==> config.mk <==
export PLATFORM = sky130hd
export DESIGN_NAME = riscv_multicycle
export DESIGN_NICKNAME = d
export VERILOG_FILES = /design/src/rtl/riscv_pkg.sv /design/src/rtl/mc_controller.sv /design/src/rtl/riscv_multicycle.sv
export SDC_FILE = /design/constraint.sdc
export NUM_CORES = 2
export LEC_CHECK = 0
export BUFFER_PORTS_ARGS = -buffer_cell sky130_fd_sc_hd__buf_2
export CAP_MARGIN = 20
export CORE_MARGIN = 2
export CORE_UTILIZATION = 30
export DETAILED_ROUTE_END_ITERATION = 10
export HOLD_SLACK_MARGIN = 0.08
export SETUP_SLACK_MARGIN = 0.3
export SLEW_MARGIN = 5
export SYNTH_ARGS = -nofsm -noshare
export SYNTH_HDL_FRONTEND = slang
export SYNTH_SLANG_ARGS = --single-unit
==> constraint.sdc <==
create_clock -name clk -period 8.5 [get_ports clk]
set_input_delay 0 -clock clk [delete_from_list [all_inputs] [get_ports clk]]
set_output_delay 0 -clock clk [all_outputs]
set_load 0.02 [all_outputs]
==> src/rtl/riscv_pkg.sv <==
// Shared types and constants for the multicycle RV32I-subset core.
package riscv_pkg;

  typedef enum logic [3:0] {
    S_FETCH, S_DECODE, S_MEMADR, S_MEMREAD, S_MEMWB, S_MEMWRITE,
    S_EXECR, S_EXECI, S_ALUWB, S_BRANCH, S_JAL, S_HALT
  } state_e;

  localparam logic [6:0] OP_LW  = 7'h03;
  localparam logic [6:0] OP_SW  = 7'h23;
  localparam logic [6:0] OP_R   = 7'h33;
  localparam logic [6:0] OP_I   = 7'h13;
  localparam logic [6:0] OP_BR  = 7'h63;
  localparam logic [6:0] OP_JAL = 7'h6F;
  localparam logic [6:0] OP_LUI = 7'h37;

  typedef enum logic [2:0] {
    ALU_ADD = 3'b000,
    ALU_SUB = 3'b001,
    ALU_AND = 3'b010,
    ALU_OR  = 3'b011,
    ALU_SLT = 3'b101
  } alu_ctrl_e;

  typedef enum logic [2:0] {IMM_I, IMM_S, IMM_B, IMM_J, IMM_U} imm_src_e;
  typedef enum logic [1:0] {SRCA_PC, SRCA_OLDPC, SRCA_A, SRCA_ZERO} srca_e;
  typedef enum logic [1:0] {SRCB_B, SRCB_IMM, SRCB_FOUR} srcb_e;
  typedef enum logic [1:0] {RES_ALUOUT, RES_DATA, RES_ALU} res_src_e;

  function automatic logic [31:0] build_imm(input logic [31:0] ins, input imm_src_e src);
    logic [31:0] imm;
    case (src)
      IMM_S:   imm = {{20{ins[31]}}, ins[31:25], ins[11:7]};
      IMM_B:   imm = {{20{ins[31]}}, ins[7], ins[30:25], ins[11:8], 1'b0};
      IMM_J:   imm = {{12{ins[31]}}, ins[19:12], ins[20], ins[30:21], 1'b0};
      IMM_U:   imm = {ins[31:12], 12'b0};
      default: imm = {{20{ins[31]}}, ins[31:20]};
    endcase
    return imm;
  endfunction

endpackage

==> src/rtl/mc_controller.sv <==
// FSM sequencer plus instruction legality, ALU-control and immediate-type decode.
module mc_controller
  import riscv_pkg::*;
#(
  parameter int RF_DEPTH = 32
) (
  input  logic        clk,
  input  logic        rst_n,
  input  logic [31:0] instr,
  input  logic        zero,
  input  logic        mem_ready,
  output logic        mem_req,
  output logic        mem_write,
  output logic        adr_src,
  output logic        ir_write,
  output logic        data_write,
  output logic        ab_write,
  output logic        aluout_write,
  output logic        pc_write,
  output logic        pc_src,
  output logic        reg_write,
  output logic        instret_inc,
  output logic        halted,
  output res_src_e    result_src,
  output srca_e       alu_src_a,
  output srcb_e       alu_src_b,
  output alu_ctrl_e   alu_ctrl,
  output imm_src_e    imm_src
);

  localparam logic [4:0] IDX_MASK = 5'(RF_DEPTH - 1);

  state_e state_q, state_d;
  state_e dec_next;
  logic   legal;
  alu_ctrl_e exec_ctrl;
  imm_src_e  dec_imm;

  logic [6:0] op, f7;
  logic [2:0] f3;
  logic [4:0] rd, rs1, rs2;

  assign op  = instr[6:0];
  assign rd  = instr[11:7];
  assign f3  = instr[14:12];
  assign rs1 = instr[19:15];
  assign rs2 = instr[24:20];
  assign f7  = instr[31:25];

  // Depth is a power of two, so any set bit above the mask is an out-of-range index.
  function automatic logic reg_ok(input logic [4:0] r);
    return ((r & ~IDX_MASK) == 5'd0);
  endfunction

  always_comb begin
    legal    = 1'b0;
    dec_next = S_HALT;
    case (op)
      OP_LW: begin
        legal    = (f3 == 3'b010) && reg_ok(rd) && reg_ok(rs1);
        dec_next = S_MEMADR;
      end
      OP_SW: begin
        legal    = (f3 == 3'b010) && reg_ok(rs1) && reg_ok(rs2);
        dec_next = S_MEMADR;
      end
      OP_R: begin
        legal    = ((f7 == 7'h00 && (f3 inside {3'b000, 3'b111, 3'b110, 3'b010})) ||
                    (f7 == 7'h20 && f3 == 3'b000)) &&
                   reg_ok(rd) && reg_ok(rs1) && reg_ok(rs2);
        dec_next = S_EXECR;
      end
      OP_I: begin
        legal    = (f3 inside {3'b000, 3'b111, 3'b110, 3'b010}) && reg_ok(rd) && reg_ok(rs1);
        dec_next = S_EXECI;
      end
      OP_LUI: begin
        legal    = reg_ok(rd);
        dec_next = S_EXECI;
      end
      OP_BR: begin
        legal    = (f3 inside {3'b000, 3'b001}) && reg_ok(rs1) && reg_ok(rs2);
        dec_next = S_BRANCH;
      end
      OP_JAL: begin
        legal    = reg_ok(rd);
        dec_next = S_JAL;
      end
      default: legal = 1'b0;
    endcase
    if (!legal) dec_next = S_HALT;
  end

  always_comb begin
    exec_ctrl = ALU_ADD;
    if (op != OP_LUI) begin
      case (f3)
        3'b000:  exec_ctrl = (op == OP_R && f7[5]) ? ALU_SUB : ALU_ADD;
        3'b111:  exec_ctrl = ALU_AND;
        3'b110:  exec_ctrl = ALU_OR;
        3'b010:  exec_ctrl = ALU_SLT;
        default: exec_ctrl = ALU_ADD;
      endcase
    end
    case (op)
      OP_SW:   dec_imm = IMM_S;
      OP_BR:   dec_imm = IMM_B;
      OP_JAL:  dec_imm = IMM_J;
      OP_LUI:  dec_imm = IMM_U;
      default: dec_imm = IMM_I;
    endcase
  end

  always_ff @(posedge clk or negedge rst_n) begin
    if (!rst_n) state_q <= S_FETCH;
    else        state_q <= state_d;
  end

  always_comb begin
    state_d      = state_q;
    mem_req      = 1'b0;
    mem_write    = 1'b0;
    adr_src      = 1'b0;
    ir_write     = 1'b0;
    data_write   = 1'b0;
    ab_write     = 1'b0;
    aluout_write = 1'b0;
    pc_write     = 1'b0;
    pc_src       = 1'b0;
    reg_write    = 1'b0;
    instret_inc  = 1'b0;
    halted       = 1'b0;
    result_src   = RES_ALUOUT;
    alu_src_a    = SRCA_PC;
    alu_src_b    = SRCB_FOUR;
    alu_ctrl     = ALU_ADD;
    imm_src      = dec_imm;
    case (state_q)
      S_FETCH: begin
        mem_req = 1'b1;
        if (mem_ready) begin
          ir_write = 1'b1;
          pc_write = 1'b1;
          state_d  = S_DECODE;
        end
      end
      // Branch/jump target is formed here so BRANCH/JAL only need to select it.
      S_DECODE: begin
        ab_write     = 1'b1;
        alu_src_a    = SRCA_OLDPC;
        alu_src_b    = SRCB_IMM;
        aluout_write = 1'b1;
        state_d      = dec_next;
      end
      S_MEMADR: begin
        alu_src_a    = SRCA_A;
        alu_src_b    = SRCB_IMM;
        aluout_write = 1'b1;
        state_d      = (op == OP_SW) ? S_MEMWRITE : S_MEMREAD;
      end
      S_MEMREAD: begin
        mem_req = 1'b1;
        adr_src = 1'b1;
        if (mem_ready) begin
          data_write = 1'b1;
          state_d    = S_MEMWB;
        end
      end
      S_MEMWB: begin
        reg_write   = 1'b1;
        result_src  = RES_DATA;
        instret_inc = 1'b1;
        state_d     = S_FETCH;
      end
      S_MEMWRITE: begin
        mem_req   = 1'b1;
        mem_write = 1'b1;
        adr_src   = 1'b1;
        if (mem_ready) begin
          instret_inc = 1'b1;
          state_d     = S_FETCH;
        end
      end
      S_EXECR: begin
        alu_src_a    = SRCA_A;
        alu_src_b    = SRCB_B;
        alu_ctrl     = exec_ctrl;
        aluout_write = 1'b1;
        state_d      = S_ALUWB;
      end
      S_EXECI: begin
        alu_src_a    = (op == OP_LUI) ? SRCA_ZERO : SRCA_A;
        alu_src_b    = SRCB_IMM;
        alu_ctrl     = exec_ctrl;
        aluout_write = 1'b1;
        state_d      = S_ALUWB;
      end
      S_ALUWB: begin
        reg_write   = 1'b1;
        instret_inc = 1'b1;
        state_d     = S_FETCH;
      end
      S_BRANCH: begin
        alu_src_a   = SRCA_A;
        alu_src_b   = SRCB_B;
        alu_ctrl    = ALU_SUB;
        pc_src      = 1'b1;
        pc_write    = (f3 == 3'b000) ? zero : !zero;
        instret_inc = 1'b1;
        state_d     = S_FETCH;
      end
      // Link value OldPC+4 comes straight off the ALU while PC takes the stored target.
      S_JAL: begin
        alu_src_a   = SRCA_OLDPC;
        reg_write   = 1'b1;
        result_src  = RES_ALU;
        pc_write    = 1'b1;
        pc_src      = 1'b1;
        instret_inc = 1'b1;
        state_d     = S_FETCH;
      end
      S_HALT:  halted = 1'b1;
      default: state_d = S_FETCH;
    endcase
  end

endmodule

==> src/rtl/riscv_multicycle.sv <==
// Multicycle RV32I-subset core: datapath, register file and ALU around mc_controller.
module riscv_multicycle
  import riscv_pkg::*;
#(
  parameter logic [31:0] RESET_PC = 32'h0000_0000,
  parameter int          RF_DEPTH = 32
) (
  input  logic        clk,
  input  logic        reset,
  output logic        MemReq,
  output logic        MemWrite,
  output logic [31:0] MemAddr,
  output logic [31:0] MemWData,
  input  logic [31:0] MemRData,
  input  logic        MemReady,
  output logic [31:0] PC,
  output logic [31:0] InstRet,
  output logic        Halted
);

  localparam int IDX_W = $clog2(RF_DEPTH);

  logic [31:0] pc_q, pc_d, instret_q, instret_d;
  logic [31:0] instr_q, instr_d, oldpc_q, oldpc_d;
  logic [31:0] a_q, a_d, b_q, b_d, aluout_q, aluout_d, data_q, data_d;
  logic [31:0] rf_q [RF_DEPTH];

  logic        mem_req, mem_write, adr_src, ir_write, data_write, ab_write;
  logic        aluout_write, pc_write, pc_src, reg_write, instret_inc, halted;
  res_src_e    result_src;
  srca_e       alu_src_a;
  srcb_e       alu_src_b;
  alu_ctrl_e   alu_ctrl;
  imm_src_e    imm_src;

  logic [IDX_W-1:0] ra1, ra2, wa;
  logic [31:0] rd1, rd2, imm, src_a, src_b, alu_res, result;
  logic signed [31:0] sa, sb;
  logic        zero, rf_we;

  mc_controller #(.RF_DEPTH(RF_DEPTH)) u_ctrl (
    .clk          (clk),
    .rst_n        (reset),
    .instr        (instr_q),
    .zero         (zero),
    .mem_ready    (MemReady),
    .mem_req      (mem_req),
    .mem_write    (mem_write),
    .adr_src      (adr_src),
    .ir_write     (ir_write),
    .data_write   (data_write),
    .ab_write     (ab_write),
    .aluout_write (aluout_write),
    .pc_write     (pc_write),
    .pc_src       (pc_src),
    .reg_write    (reg_write),
    .instret_inc  (instret_inc),
    .halted       (halted),
    .result_src   (result_src),
    .alu_src_a    (alu_src_a),
    .alu_src_b    (alu_src_b),
    .alu_ctrl     (alu_ctrl),
    .imm_src      (imm_src)
  );

  assign ra1 = instr_q[15 +: IDX_W];
  assign ra2 = instr_q[20 +: IDX_W];
  assign wa  = instr_q[7 +: IDX_W];
  assign rd1 = (ra1 == '0) ? 32'd0 : rf_q[ra1];
  assign rd2 = (ra2 == '0) ? 32'd0 : rf_q[ra2];
  assign imm = build_imm(instr_q, imm_src);

  always_comb begin
    case (alu_src_a)
      SRCA_PC:    src_a = pc_q;
      SRCA_OLDPC: src_a = oldpc_q;
      SRCA_A:     src_a = a_q;
      default:    src_a = 32'd0;
    endcase
    case (alu_src_b)
      SRCB_B:   src_b = b_q;
      SRCB_IMM: src_b = imm;
      default:  src_b = 32'd4;
    endcase
    sa = src_a;
    sb = src_b;
    case (alu_ctrl)
      ALU_SUB: alu_res = src_a - src_b;
      ALU_AND: alu_res = src_a & src_b;
      ALU_OR:  alu_res = src_a | src_b;
      ALU_SLT: alu_res = {31'd0, (sa < sb)};
      default: alu_res = src_a + src_b;
    endcase
    zero = (alu_res == 32'd0);
    case (result_src)
      RES_DATA: result = data_q;
      RES_ALU:  result = alu_res;
      default:  result = aluout_q;
    endcase
    rf_we = reg_write && (wa != '0);
  end

  always_comb begin
    pc_d      = pc_q;
    if (pc_write) pc_d = pc_src ? aluout_q : alu_res;
    instret_d = instret_q + 32'(instret_inc);
    instr_d   = ir_write     ? MemRData : instr_q;
    oldpc_d   = ir_write     ? pc_q     : oldpc_q;
    a_d       = ab_write     ? rd1      : a_q;
    b_d       = ab_write     ? rd2      : b_q;
    aluout_d  = aluout_write ? alu_res  : aluout_q;
    data_d    = data_write   ? MemRData : data_q;
  end

  always_ff @(posedge clk or negedge reset) begin
    if (!reset) begin
      pc_q      <= RESET_PC;
      instret_q <= 32'd0;
    end else begin
      pc_q      <= pc_d;
      instret_q <= instret_d;
    end
  end

  always_ff @(posedge clk) begin
    instr_q  <= instr_d;
    oldpc_q  <= oldpc_d;
    a_q      <= a_d;
    b_q      <= b_d;
    aluout_q <= aluout_d;
    data_q   <= data_d;
  end

  always_ff @(posedge clk or negedge reset) begin
    if (!reset) begin
      for (int i = 0; i < RF_DEPTH; i++) rf_q[i] <= 32'd0;
    end else if (rf_we) begin
      rf_q[wa] <= result;
    end
  end

  // Bus outputs are forced low combinationally so reset drops a pending request at once.
  assign MemReq   = reset & mem_req;
  assign MemWrite = reset & mem_write;
  assign MemAddr  = reset ? (adr_src ? aluout_q : pc_q) : 32'd0;
  assign MemWData = reset ? b_q : 32'd0;
  assign PC       = pc_q;
  assign InstRet  = instret_q;
  assign Halted   = halted;

endmodule

==> impl_metrics.csv <==
group,metric,value,unit
run_status,status,"finished, final reports clean",
cells_and_area,syn2layout_area_growth,13.5,%
detailed_routing,wl,237,mm
sta,relSlewSlack,22.0,%
worst_setup_path,crit_cells,24,
worst_setup_path,crit_end,"PC[7]",
synth,syn_area_per_cell,11.3,um^2
global_route,grt_pass1_vias,50817,
sta,min_period,7960,ps
worst_setup_path,path_delay_family,"compound AO/OA/AOI/OAI gates",
synth,ys_seq_elements,1284,
synth,synth_enable_flop_cells,192,
synth,synth_area_leaders,"dfrtp_1 (40%), mux4_2 (21%), edfxtp_1 (8.4%)",
pwr,intPower,16.2,mW
pwr,p_switching,12.6,mW
worst_setup_path,crit_top_cell,"a21o_1",
synth,synth_fp_nets,6240,
placement,hpwl,144,mm
sta,fin_worst_skew,58.1,ps
synth,ys_seq_area_share,48.0,%
floorplan,dieArea,0.234,mm^2
sta,worst_pin_slew,1170,ps
pwr,combPwrFrac,46.6,%
global_route,grt_overflow_total,0,
cells_and_area,design_area,0.0783,mm^2
pwr,seqPwrFrac,32.2,%
sta,final.period_utilization,93.7,%
sta,fin_tns_setup,0,ps
detailed_routing,drtIter0Drc,5833,
placement,io_buffers,165,
floorplan,core,0.229,mm^2
clock_network,clock_sinks,1284,
detailed_routing,wl_met2,111,mm
sta,hold_viol,0,
pwr,ir_worst_vdd,0.000209,V
synth,synth_top_area_share,39.6,%
detailed_routing,vias,51528,
floorplan,rows,176,
synth,synth_ff_type,"dfrtp_1",
global_route,antenna_found_initial,8,
worst_setup_path,reg2reg_slack,540,ps
worst_setup_path,critPathCaptureType,"flip-flop",
global_route,grtUsageTotal,20.0,%
floorplan,die_w,483,um
synth,syn_inst,6103,
placement,gp_congestion,0.952,
detailed_routing,dr_wl_met3,19.5,mm
worst_setup_path,worstSetupStartpointType,"flip-flop",
placement,placed_cell_area,0.0729,mm^2
detailed_routing,wl_met1,95.1,mm
pwr,p_sw_share,43.7,%
worst_setup_path,cp.required,9170,ps
cells_and_area,nets,6153,
pwr,powerDensity,369,mW/mm^2
placement,dp_cells,8832,
clock_network,cts-root-buf,"clkbuf_16",
floorplan,start_util,30.1,%
detailed_routing,wl_per_cell,25.9,um
worst_setup_path,timing.rr.start,"instr_q[4]",
worst_hold_path,min_path_type,"in -> reg",
synth,yosys_warnings,0,
worst_setup_path,slowest_delay,600,ps
worst_setup_path,cp.arrival,8630,ps
clock_network,insertion_delay,800,ps
clock_network,cts_tree,"built",
worst_setup_path,crit_type,"reg -> reg",
floorplan,pin_count,166,
worst_setup_path,crit_chain,"nand2b_1 > nor3_1 > or2_2 > nor2_1 > a32o_1 > a22oi_1 > inv_1 > ha_1 > fa_1 > a21o_1 > a2111oi_1 > o221ai_1 > a21boi_1 > o21ai_0 > a21o_1 > a21oi_1 > mux2_2 > or3_1 > nor4_1 > nand4_1 > xor2_1 > a211oi_4 > buf_4 > mux2_1",
detailed_routing,ant_nets,0,
pwr,clkPwrFrac,21.2,%
cells_and_area,drive_above_1_share,21.5,%
clock_network,postCtsSetupBuffers,0,
cells_and_area,post_layout_nonfiller_instances,9158,
sta,finalSetupViolations,0,
detailed_routing,drtPass1Iterations,6,
clock_network,cts_buffers,136,
worst_setup_path,critPathBufInv,2,
synth,synth_largest_area_cell,"dfrtp_1",
clock_network,clock_path_buffers,3,
sta,fmaxAchievable,126,MHz
floorplan,dieHeight,483,um
synth,synth_area,0.0690,mm^2
synth,ys_async_sr_fraction,85.0,%
flow_run,drv_cap,0,
detailed_routing,route.detailed.drc,0,
worst_setup_path,worstSetupStartpoint,"instr_q[4]",
global_route,grt_pass1_wl,350,mm
global_route,grt_max_degree,191,
worst_setup_path,rr_endpoint,"PC[7]",
sta,rsz0062_at_grt,"false",
worst_setup_path,crit_fanout,18,
clock_network,htree_levels,4,
synth,netlist-cell-type-count,90,
detailed_routing,routed.top_layer,"met5",
worst_setup_path,cpMaxStageDelayCell,"a2111oi_1",
worst_setup_path,rr_worst_depth,24,
pwr,cellLeakagePower,32.7,nW
clock_network,cts.clk_slew.worst_paths,70,ps
detailed_routing,drt-vias-per-instance,5.63,
sta,final_max_slew_viol_count,0,
==> timing repair <==
item | in CTS | in global routing
hold buffers | 68 | 0
resized for setup | 0 | 5
setup endpoints to repair | 0 | 32
endpoints found under the hold margin | 746 | 0
==> power groups by stage <==
stage                     clock network, mW  registers [mW]  logic [mW]
after floorplan                           0            8.75        8.81
after global placement                    0            9.21        13.0
after detailed placement                  0            9.31        13.2
after CTS                              6.21            9.20        13.2
after global routing                   6.45            9.39        14.5
final                                  6.13            9.27        13.4
==> layout make-up <==
| type | instances | area, um^2 |
|---|---|---|
| Antenna cell | 8 | 20.0 |
| Clock buffer | 197 | 3910 |
| Clock inverter | 49 | 657 |
| Fill cell | 22522 | 151000 |
| Inverter | 112 | 422 |
| Multi-Input combinational cell | 4117 | 33700 |
| Sequential cell | 1284 | 33100 |
| Tap cell | 3026 | 3790 |
| Timing Repair Buffer | 365 | 2720 |
==> cell usage in the layout (no fill, tap or decap), types with 22 or more instances in the layout <==
| cell type | netlist | final |
|---|---|---|
| a211oi_1 | 22 | 22 |
| a21boi_0 | 33 | 33 |
| a21o_1 | 41 | 41 |
| a21oi_1 | 156 | 123 |
| a21oi_2 | 0 | 29 |
| a22oi_1 | 66 | 66 |
| a31oi_1 | 24 | 24 |
| and2_1 | 42 | 42 |
| buf_2 | 16 | 165 |
| buf_4 | 1 | 114 |
| clkbuf_1 | 501 | 38 |
| clkbuf_16 | 0 | 140 |
| dfrtp_1 | 1092 | 1092 |
| dlygate4sd3_1 | 0 | 67 |
| edfxtp_1 | 192 | 192 |
| ha_1 | 100 | 99 |
| inv_1 | 111 | 110 |
| mux2_1 | 32 | 32 |
| mux2_2 | 64 | 64 |
| mux2i_1 | 72 | 72 |
| mux4_2 | 640 | 640 |
| nand2_1 | 1200 | 1172 |
| nand2_4 | 0 | 26 |
| nand3_1 | 39 | 38 |
| nor2_1 | 224 | 219 |
| nor3_1 | 27 | 25 |
| o21ai_0 | 1024 | 1022 |
| xnor2_1 | 35 | 35 |
==> worst reg2reg max path, delay by kind of cell (launching register included) <==
| family | cells | cell delay (ps) |
|---|---|---|
| AOI/OAI and AO/OA | 10 | 2940 |
| xor gates and xnor gates | 1 | 240 |
| adders and majority gates | 2 | 740 |
| buffers and inverters | 2 | 450 |
| DFF | 1 | 480 |
| muxes | 2 | 740 |
| and+or+nand+nor | 7 | 2230 |
==> flip-flops by register name, indices dropped and copies added, names as in the netlist <==
| name | flops |
|---|---|
| u_ctrl.state_q | 4 |
| instr_q | 32 |
| PC | 32 |
| b_q | 32 |
| oldpc_q | 32 |
| aluout_q | 32 |
| data_q | 32 |
| a_q | 32 |
| rf_q | 1024 |
| InstRet | 32 |
==> per-stage QoR <==
step | total power [mW] | utilization, % | worst slack, ps | hold slack (ps)
2_1_floorplan | 17.6 | - | 2140 | -296
3_3_place_gp | 22.2 | 31.7 | 804 | -18.6
3_5_place_dp | 22.5 | 31.8 | 706 | -17.6
4_1_cts | 28.6 | 34.1 | 653 | 187
5_1_grt | 30.3 | 34.1 | 332 | 254
6_report | 28.8 | 34.1 | 536 | 232
==> cells in the mapped netlist (all sizes together) (42+ instances only) <==
cell type / n
a22oi: 66
dfrtp: 1092
buf: 88
a21oi: 157
nand2: 1200
mux2i: 72
mux4: 640
and2: 42
o21ai: 1032
inv: 112
edfxtp: 192
ha: 100
mux2: 96
clkbuf: 502
nor2: 224
==> per-layer routing <==
metal,vias up,global-route usage (%)
met3,549,3.75
met5,-,0
met2,2515,32.0
li1,22020,-
met1,26438,26.5
met4,6,8.62
==> worst min path at each step <==
| stage | from | endpoint | slack, ps | cells past startpoint |
|---|---|---|---|---|
| detailed placement | reset | rf_q[849] | -20 | 1 |
| global placement | reset | rf_q[561] | -20 | 1 |
| global route | MemReady | u_ctrl.state_q[0] | 250 | 4 |
| CTS | MemReady | u_ctrl.state_q[0] | 190 | 4 |
| floorplan | reset | InstRet[0] | -300 | 0 |
| finish | MemReady | u_ctrl.state_q[0] | 230 | 4 |
==> cell families (layout without fill, tap and decap cells) <==
family / count (synthesis) / in the layout / share of synthesized area [%]
and+or+nand+nor: 1649 / 1649 / 9.78
muxes: 808 / 808 / 23.5
buffers and inverters: 702 / 723 / 3.89
AOI/OAI and AO/OA: 1512 / 1512 / 12.4
other: 0 / 8 / 0
xor gates and xnor gates: 46 / 46 / 0.584
adders and majority gates: 102 / 102 / 1.87
DFF: 1284 / 1284 / 48.0
Power figures use the tool's default switching activity.
